$ cat config.mk
export PLATFORM = sky130hd
export DESIGN_NAME = floppy_step_driver
export DESIGN_NICKNAME = d
export VERILOG_FILES = /design/src/rtl/floppy_step_driver_pkg.sv /design/src/rtl/floppy_step_pulse.sv /design/src/rtl/floppy_step_driver.sv
export SDC_FILE = /design/constraint.sdc
export NUM_CORES = 1
export LEC_CHECK = 0
export CELL_PAD_IN_SITES_DETAIL_PLACEMENT = 0
export CELL_PAD_IN_SITES_GLOBAL_PLACEMENT = 1
export CORE_AREA = 2 2 131 133
export DETAILED_ROUTE_END_ITERATION = 8
export DIE_AREA = 0 0 133 135
export PLACE_DENSITY = 0.72
export RECOVER_POWER = 100
export SLEW_MARGIN = 20
export SYNTH_ARGS = -nofsm -noshare
export SYNTH_HDL_FRONTEND = slang
export SYNTH_HIERARCHICAL = 1
export SYNTH_SLANG_ARGS = --single-unit
$ cat constraint.sdc
create_clock -name clk -period 3.5 [get_ports clk]
set_clock_uncertainty 0.2 [all_clocks]
set_input_delay 0.525 -clock clk [delete_from_list [all_inputs] [get_ports clk]]
set_output_delay 0.525 -clock clk [all_outputs]
set_load 0.005 [all_outputs]
$ cat src/rtl/floppy_step_driver_pkg.sv
// Shared types and default sizing for the floppy step driver and its neighbours.
package floppy_step_driver_pkg;
  localparam int SP_W_DEF         = 22;
  localparam int MAX_TRACK_DEF    = 79;
  localparam int PULSE_CYCLES_DEF = 50;
  localparam int HOME_PERIOD_DEF  = 150000;
  localparam int TRACK_W          = 7;

  typedef enum logic [1:0] {
    ST_HOME = 2'd0,
    ST_IDLE = 2'd1,
    ST_PLAY = 2'd2
  } state_t;
endpackage

$ cat src/rtl/floppy_step_pulse.sv
// One-shot STEP generator: a 1-cycle fire gives a PULSE_CYCLES-wide low pulse starting the next cycle.
// start is high on the first low cycle, done on the first high cycle after the pulse; fire is ignored mid-pulse.
module floppy_step_pulse #(
  parameter int PULSE_CYCLES = 50
) (
  input  logic clk,
  input  logic rst,
  input  logic fire,
  output logic step_n,
  output logic start,
  output logic done
);
  localparam int PW = (PULSE_CYCLES > 0) ? $clog2(PULSE_CYCLES + 1) : 1;

  logic [PW-1:0] cnt;

  always_ff @(posedge clk or posedge rst) begin
    if (rst) begin
      step_n <= 1'b1;
      start  <= 1'b0;
      done   <= 1'b0;
      cnt    <= '0;
    end else begin
      start <= 1'b0;
      done  <= 1'b0;
      if (!step_n) begin
        if (cnt == PW'(1)) begin
          step_n <= 1'b1;
          done   <= 1'b1;
          cnt    <= '0;
        end else begin
          cnt <= cnt - PW'(1);
        end
      end else if (fire) begin
        step_n <= 1'b0;
        start  <= 1'b1;
        cnt    <= PW'(PULSE_CYCLES);
      end
    end
  end
endmodule

$ cat src/rtl/floppy_step_driver.sv
// Drives one floppy's STEP/DIR/SELECT to play a tone: homes to track 0, then sweeps the head
// stepping once per setpoint cycles (clamped so every pulse has room to finish). All pins registered.
module floppy_step_driver
  import floppy_step_driver_pkg::*;
#(
  parameter int SP_W         = SP_W_DEF,
  parameter int MAX_TRACK    = MAX_TRACK_DEF,
  parameter int PULSE_CYCLES = PULSE_CYCLES_DEF,
  parameter int HOME_PERIOD  = HOME_PERIOD_DEF
) (
  input  logic               clk,
  input  logic               rst,
  input  logic [SP_W-1:0]    setpoint,
  input  logic               en,
  output logic               step_n,
  output logic               dir,
  output logic               sel_n,
  output logic               homed,
  output logic [TRACK_W-1:0] track
);
  localparam int HOME_W = (HOME_PERIOD > 1) ? $clog2(HOME_PERIOD) : 1;
  localparam int HN_W   = $clog2(MAX_TRACK + 2);
  localparam logic [SP_W-1:0]    P_MIN       = SP_W'(2 * PULSE_CYCLES);
  localparam logic [HOME_W-1:0]  HOME_LAST   = HOME_W'(HOME_PERIOD - 1);
  localparam logic [HN_W-1:0]    HOME_PULSES = HN_W'(MAX_TRACK + 1);
  localparam logic [TRACK_W-1:0] TRACK_MAX   = TRACK_W'(MAX_TRACK);

  state_t              state;
  logic [SP_W-1:0]     per_cnt;
  logic [SP_W-1:0]     per_len;
  logic [HOME_W-1:0]   home_cnt;
  logic [HN_W-1:0]     home_n;
  logic                fire;
  logic                pulse_start;
  logic                pulse_done;
  logic                play_req;
  logic [SP_W-1:0]     next_len;

  assign play_req = en && (setpoint != '0);
  assign next_len = (setpoint < P_MIN) ? P_MIN : setpoint;

  always_comb begin
    fire = 1'b0;
    case (state)
      ST_HOME: fire = (home_cnt == HOME_LAST) && (home_n != HOME_PULSES);
      ST_PLAY: fire = (per_cnt == per_len - SP_W'(1));
      default: fire = 1'b0;
    endcase
  end

  floppy_step_pulse #(
    .PULSE_CYCLES(PULSE_CYCLES)
  ) u_pulse (
    .clk   (clk),
    .rst   (rst),
    .fire  (fire),
    .step_n(step_n),
    .start (pulse_start),
    .done  (pulse_done)
  );

  always_ff @(posedge clk or posedge rst) begin
    if (rst) begin
      state    <= ST_HOME;
      dir      <= 1'b0;
      sel_n    <= 1'b0;
      homed    <= 1'b0;
      track    <= '0;
      per_cnt  <= '0;
      per_len  <= '0;
      home_cnt <= '0;
      home_n   <= '0;
    end else begin
      case (state)
        ST_HOME: begin
          if (home_n != HOME_PULSES)
            home_cnt <= (home_cnt == HOME_LAST) ? '0 : home_cnt + HOME_W'(1);
          if (fire)
            home_n <= home_n + HN_W'(1);
          // Head position is unknown until the full sweep toward track 0 has been issued.
          if (pulse_done && (home_n == HOME_PULSES)) begin
            state    <= ST_IDLE;
            dir      <= 1'b1;
            homed    <= 1'b1;
            sel_n    <= 1'b1;
            track    <= '0;
            home_cnt <= '0;
            home_n   <= '0;
          end
        end
        ST_IDLE: begin
          per_cnt <= '0;
          if (play_req) begin
            state   <= ST_PLAY;
            sel_n   <= 1'b0;
            per_len <= next_len;
          end
        end
        ST_PLAY: begin
          if (pulse_start)
            track <= dir ? track + TRACK_W'(1) : track - TRACK_W'(1);
          // Direction only flips once the pulse is over so DIR never moves under a low STEP.
          if (pulse_done) begin
            if (track == TRACK_MAX)
              dir <= 1'b0;
            else if (track == '0)
              dir <= 1'b1;
          end
          if (fire) begin
            per_cnt <= '0;
            per_len <= next_len;
          end else if (!play_req && step_n) begin
            state   <= ST_IDLE;
            sel_n   <= 1'b1;
            per_cnt <= '0;
          end else begin
            per_cnt <= per_cnt + SP_W'(1);
          end
        end
        default: begin
          state <= ST_HOME;
          sel_n <= 1'b0;
        end
      endcase
    end
  end
endmodule

==> flow_summary.json <==
{
  "path_clk_slew_ns": 0.06,
  "fillers": 1585,
  "synth_edf_count": 0,
  "min_to": "homed$_DFFE_PP0P_",
  "wl_per_cell_um": 16.0,
  "via_per_inst": 5.52,
  "detail_route.iter0.violations": 236,
  "p_per_area_mw_per_mm2": 532,
  "top_usage_layer": "met2",
  "p_int_mw": 2.34,
  "hp-start": "homed$_DFFE_PP0P_",
  "fmax_mhz": 296,
  "syn_avg_cell_area_sq_um": 9.15,
  "drv_slew": 48,
  "cts_tree": "done",
  "critical-path-top-delay-family": "simple AND/OR/NAND/NOR gates",
  "clock_sinks": 89,
  "setup_violations": 0,
  "drt-pass1-iter-count": 5,
  "cp_slowest_stage_delay_ns": 0.65,
  "crit_slowest_cell": "or4_1",
  "vdd_ir_drop_max_mv": 0.311,
  "switching_share_pct": 36.4,
  "p_leak_nw": 2.84,
  "p_sw_mw": 1.34,
  "root_buffer": "clkbuf_16",
  "met1_usage_pct": 21.6,
  "numCtsBuffers": 9,
  "relSlewSlack_pct": -28.9,
  "die_w_um": 133,
  "ff2ff_path_depth": 8,
  "yosysWarningCount": 6,
  "crit_path_max_fanout": 9,
  "hp-class": "reg2reg",
  "status": "complete, but fails checks",
  "vias": 4994,
  "r2r_end": "home_n[5]$_DFFE_PP0P_",
  "timing.setup.tns_ns": 0,
  "synthCells": 623,
  "cp_cell_sequence": "or4_1 > nor4_2 > mux2_2 > nor4_4 > a41oi_4 > buf_4 > nor4b_2 > mux2_2",
  "final_antenna_net_count": 0,
  "multi_input_area_sq_mm": 0.00333,
  "period_share_pct": 96.6,
  "startpoint": "per_len[7]$_DFFE_PP0P_",
  "critPathRequiredTime_ns": 3.53,
  "wl_um": 14500,
  "cp-start-kind": "register",
  "synthTopCellsByArea": "dfrtp_1 39%, xor2_1 3.8%, nand2_1 3.5%, ha_1 3.3%, xnor2_1 3.2%",
  "p_seq_share_pct": 37.3,
  "first_global_vias": 4888,
  "synthArstFlopShare_pct": 100,
  "grt_start_max_net_pins": 48,
  "cp_num_buf_inv": 1,
  "cp.arrival_ns": 3.41,
  "timing.rr.start": "per_len[7]$_DFFE_PP0P_",
  "die-area_sq_mm": 0.0180,
  "synth.largest_area_cell": "dfrtp_1",
  "grtUsageMet2_pct": 27.5,
  "r2r_setup_slack_ns": 0.12,
  "ctsLongestPathBuffers": 2,
  "coreArea_sq_mm": 0.0164,
  "hold_viol_final": 0,
  "finalCriticalPeriod_ns": 3.38,
  "cp.depth": 8,
  "area_growth_pct": 21.2,
  "grt_overflow": 0,
  "start_util_pct": 34.8,
  "gp_congestion": 0.837,
  "hpwlAfterDp_um": 10500,
  "worstSetupPathType": "reg2reg",
  "combPwrFrac_pct": 35.2,
  "clkPwrFrac_pct": 27.4,
  "ys_seq_area_share_pct": 39.1,
  "end_kind": "register",
  "synth_ff_type": "dfrtp_1",
  "worst_path_most_repeated_cell": "mux2_2",
  "grt.total_usage_pct": 16.7,
  "use_met3_pct": 4.09,
  "grt_pass1_wl_um": 24300,
  "synth-seq-cells": 89,
  "post-route-drc-count": 0,
  "h-tree-depth": 3,
  "port_buffers": 35,
  "dieHeight_um": 135,
  "final_cells": 905,
  "ys_types": 75,
  "antenna_found_initial": 0,
  "synth.top_cell.area_share_pct": 38.6,
  "drive_above_1_share_pct": 12.1,
  "seqCellArea_sq_mm": 0.00223,
  "layout.nets": 721,
  "clock_latency_ns": 0.35,
  "worst_pin_slew_ns": 1.93,
  "io_pins": 36,
  "synth_nets": 664,
  "rows": 47,
  "syn_area_sq_mm": 0.00570,
  "violations": "capacitance limit, slew limit",
  "place_inst": 887,
  "diodes": 0,
  "min_path_cells": 1,
  "cap_violations": 1,
  "fin_util_pct": 42.1
}
-- synthesized netlist by cell type, drive strengths merged, types with 18 or more instances --
| library cell | number |
|---|---|
| clkbuf | 22 |
| dfrtp | 88 |
| inv | 36 |
| mux2 | 19 |
| nand2 | 53 |
| nand3 | 33 |
| nand4 | 19 |
| nor2 | 42 |
| nor4 | 18 |
| o21ai | 26 |
| xnor2 | 21 |
| xor2 | 25 |
-- layout by cell type (no fill, tap or decap), drive strengths merged, types with 8 or more instances in the layout --
cell type	n
mux2	19
mux2i	10
and3	13
nor2	42
nand2	53
clkdlybuf4s50	24
nand4	19
o21ai	26
inv	36
nor3b	8
xnor2	21
buf	33
xor2	25
dfrtp	88
o221ai	13
dlygate4sd3	11
ha	15
a31oi	13
nor3	17
nor4	18
nand2b	8
a21oi	10
or3	10
nand3	33
clkbuf	15
-- area by class of cell --
cell class,count,area share (%)
multi-input cells,471,48.2
flip-flops and latches,89,32.2
repair buffers,72,9.09
inverters,37,2.01
clock inverters,5,0.779
clock buffers,11,3.66
well taps,220,3.98
-- sequential cells by signal, summed over array words and instances (netlist names) --
| register | count |
|---|---|
| per_cnt | 22 |
| per_len | 22 |
| home_cnt | 18 |
| home_n | 7 |
| track | 7 |
| u_pulse/cnt | 6 |
| dir | 1 |
| homed | 1 |
| sel_n | 1 |
| state | 1 |
| u_pulse/done | 1 |
| u_pulse/start | 1 |
| u_pulse/step_n | 1 |
-- metrics by stage --
stage          worst slack [ns]  power, mW  hold slack, ns  cell area, sq um
2_1_floorplan           0.00125       2.19           0.152              5720
3_3_place_gp             0.0112       2.58           0.251              6500
3_5_place_dp            -0.0656       2.62           0.254              6500
4_1_cts                  0.0218       3.66           0.268              6840
5_1_grt                 -0.0152       3.89           0.265              6910
6_report                  0.120       3.67           0.262              6910
-- what timing repair did --
item	in CTS	in global routing
resized for setup	4	12
endpoints found under the setup margin	17	39
gates cloned	0	0
hold buffers	0	0
setup buffers	0	2
pin swaps	0	3
-- kinds of logic after synthesis --
kind of cell / Yosys count / share of synthesized area, %
compound gates: 115 / 14.7
xor+xnor: 46 / 7.07
fa+ha+maj: 16 / 3.64
buf+inv: 63 / 4.48
flops: 89 / 39.1
mux: 29 / 5.51
simple gates: 265 / 25.5
-- routing by layer --
metal / up-vias / wire length (um) / part of all wire [%]
li1: 2418 / - / -
met1: 2446 / 6700 / 46
met2: 100 / 6980 / 48
met3: 30 / 490 / 3.4
met4: 0 / 347 / 2.4
met5: - / 0 / 0
-- worst max-delay path by stage --
stage / to / slack, ns
global route: u_pulse/cnt[3]$_DFFE_PP0P_ / -0.02
CTS: home_n[5]$_DFFE_PP0P_ / 0.02
detailed placement: per_cnt[16]$_DFFE_PP0P_ / -0.07
floorplan: per_len[10]$_DFFE_PP0P_ / 0.001
global placement: home_n[5]$_DFFE_PP0P_ / 0.01
finish: home_n[5]$_DFFE_PP0P_ / 0.12
-- power by group through the flow --
| stage | clock network (mW) | registers, mW | logic [mW] |
|---|---|---|---|
| after global placement | 0 | 1.37 | 1.21 |
| final | 1.01 | 1.37 | 1.29 |
| after CTS | 1.03 | 1.36 | 1.27 |
| after global routing | 1.07 | 1.40 | 1.42 |
| after detailed placement | 0 | 1.38 | 1.24 |
| after floorplan | 0 | 1.36 | 0.831 |
(Power assumes the default switching activity.)
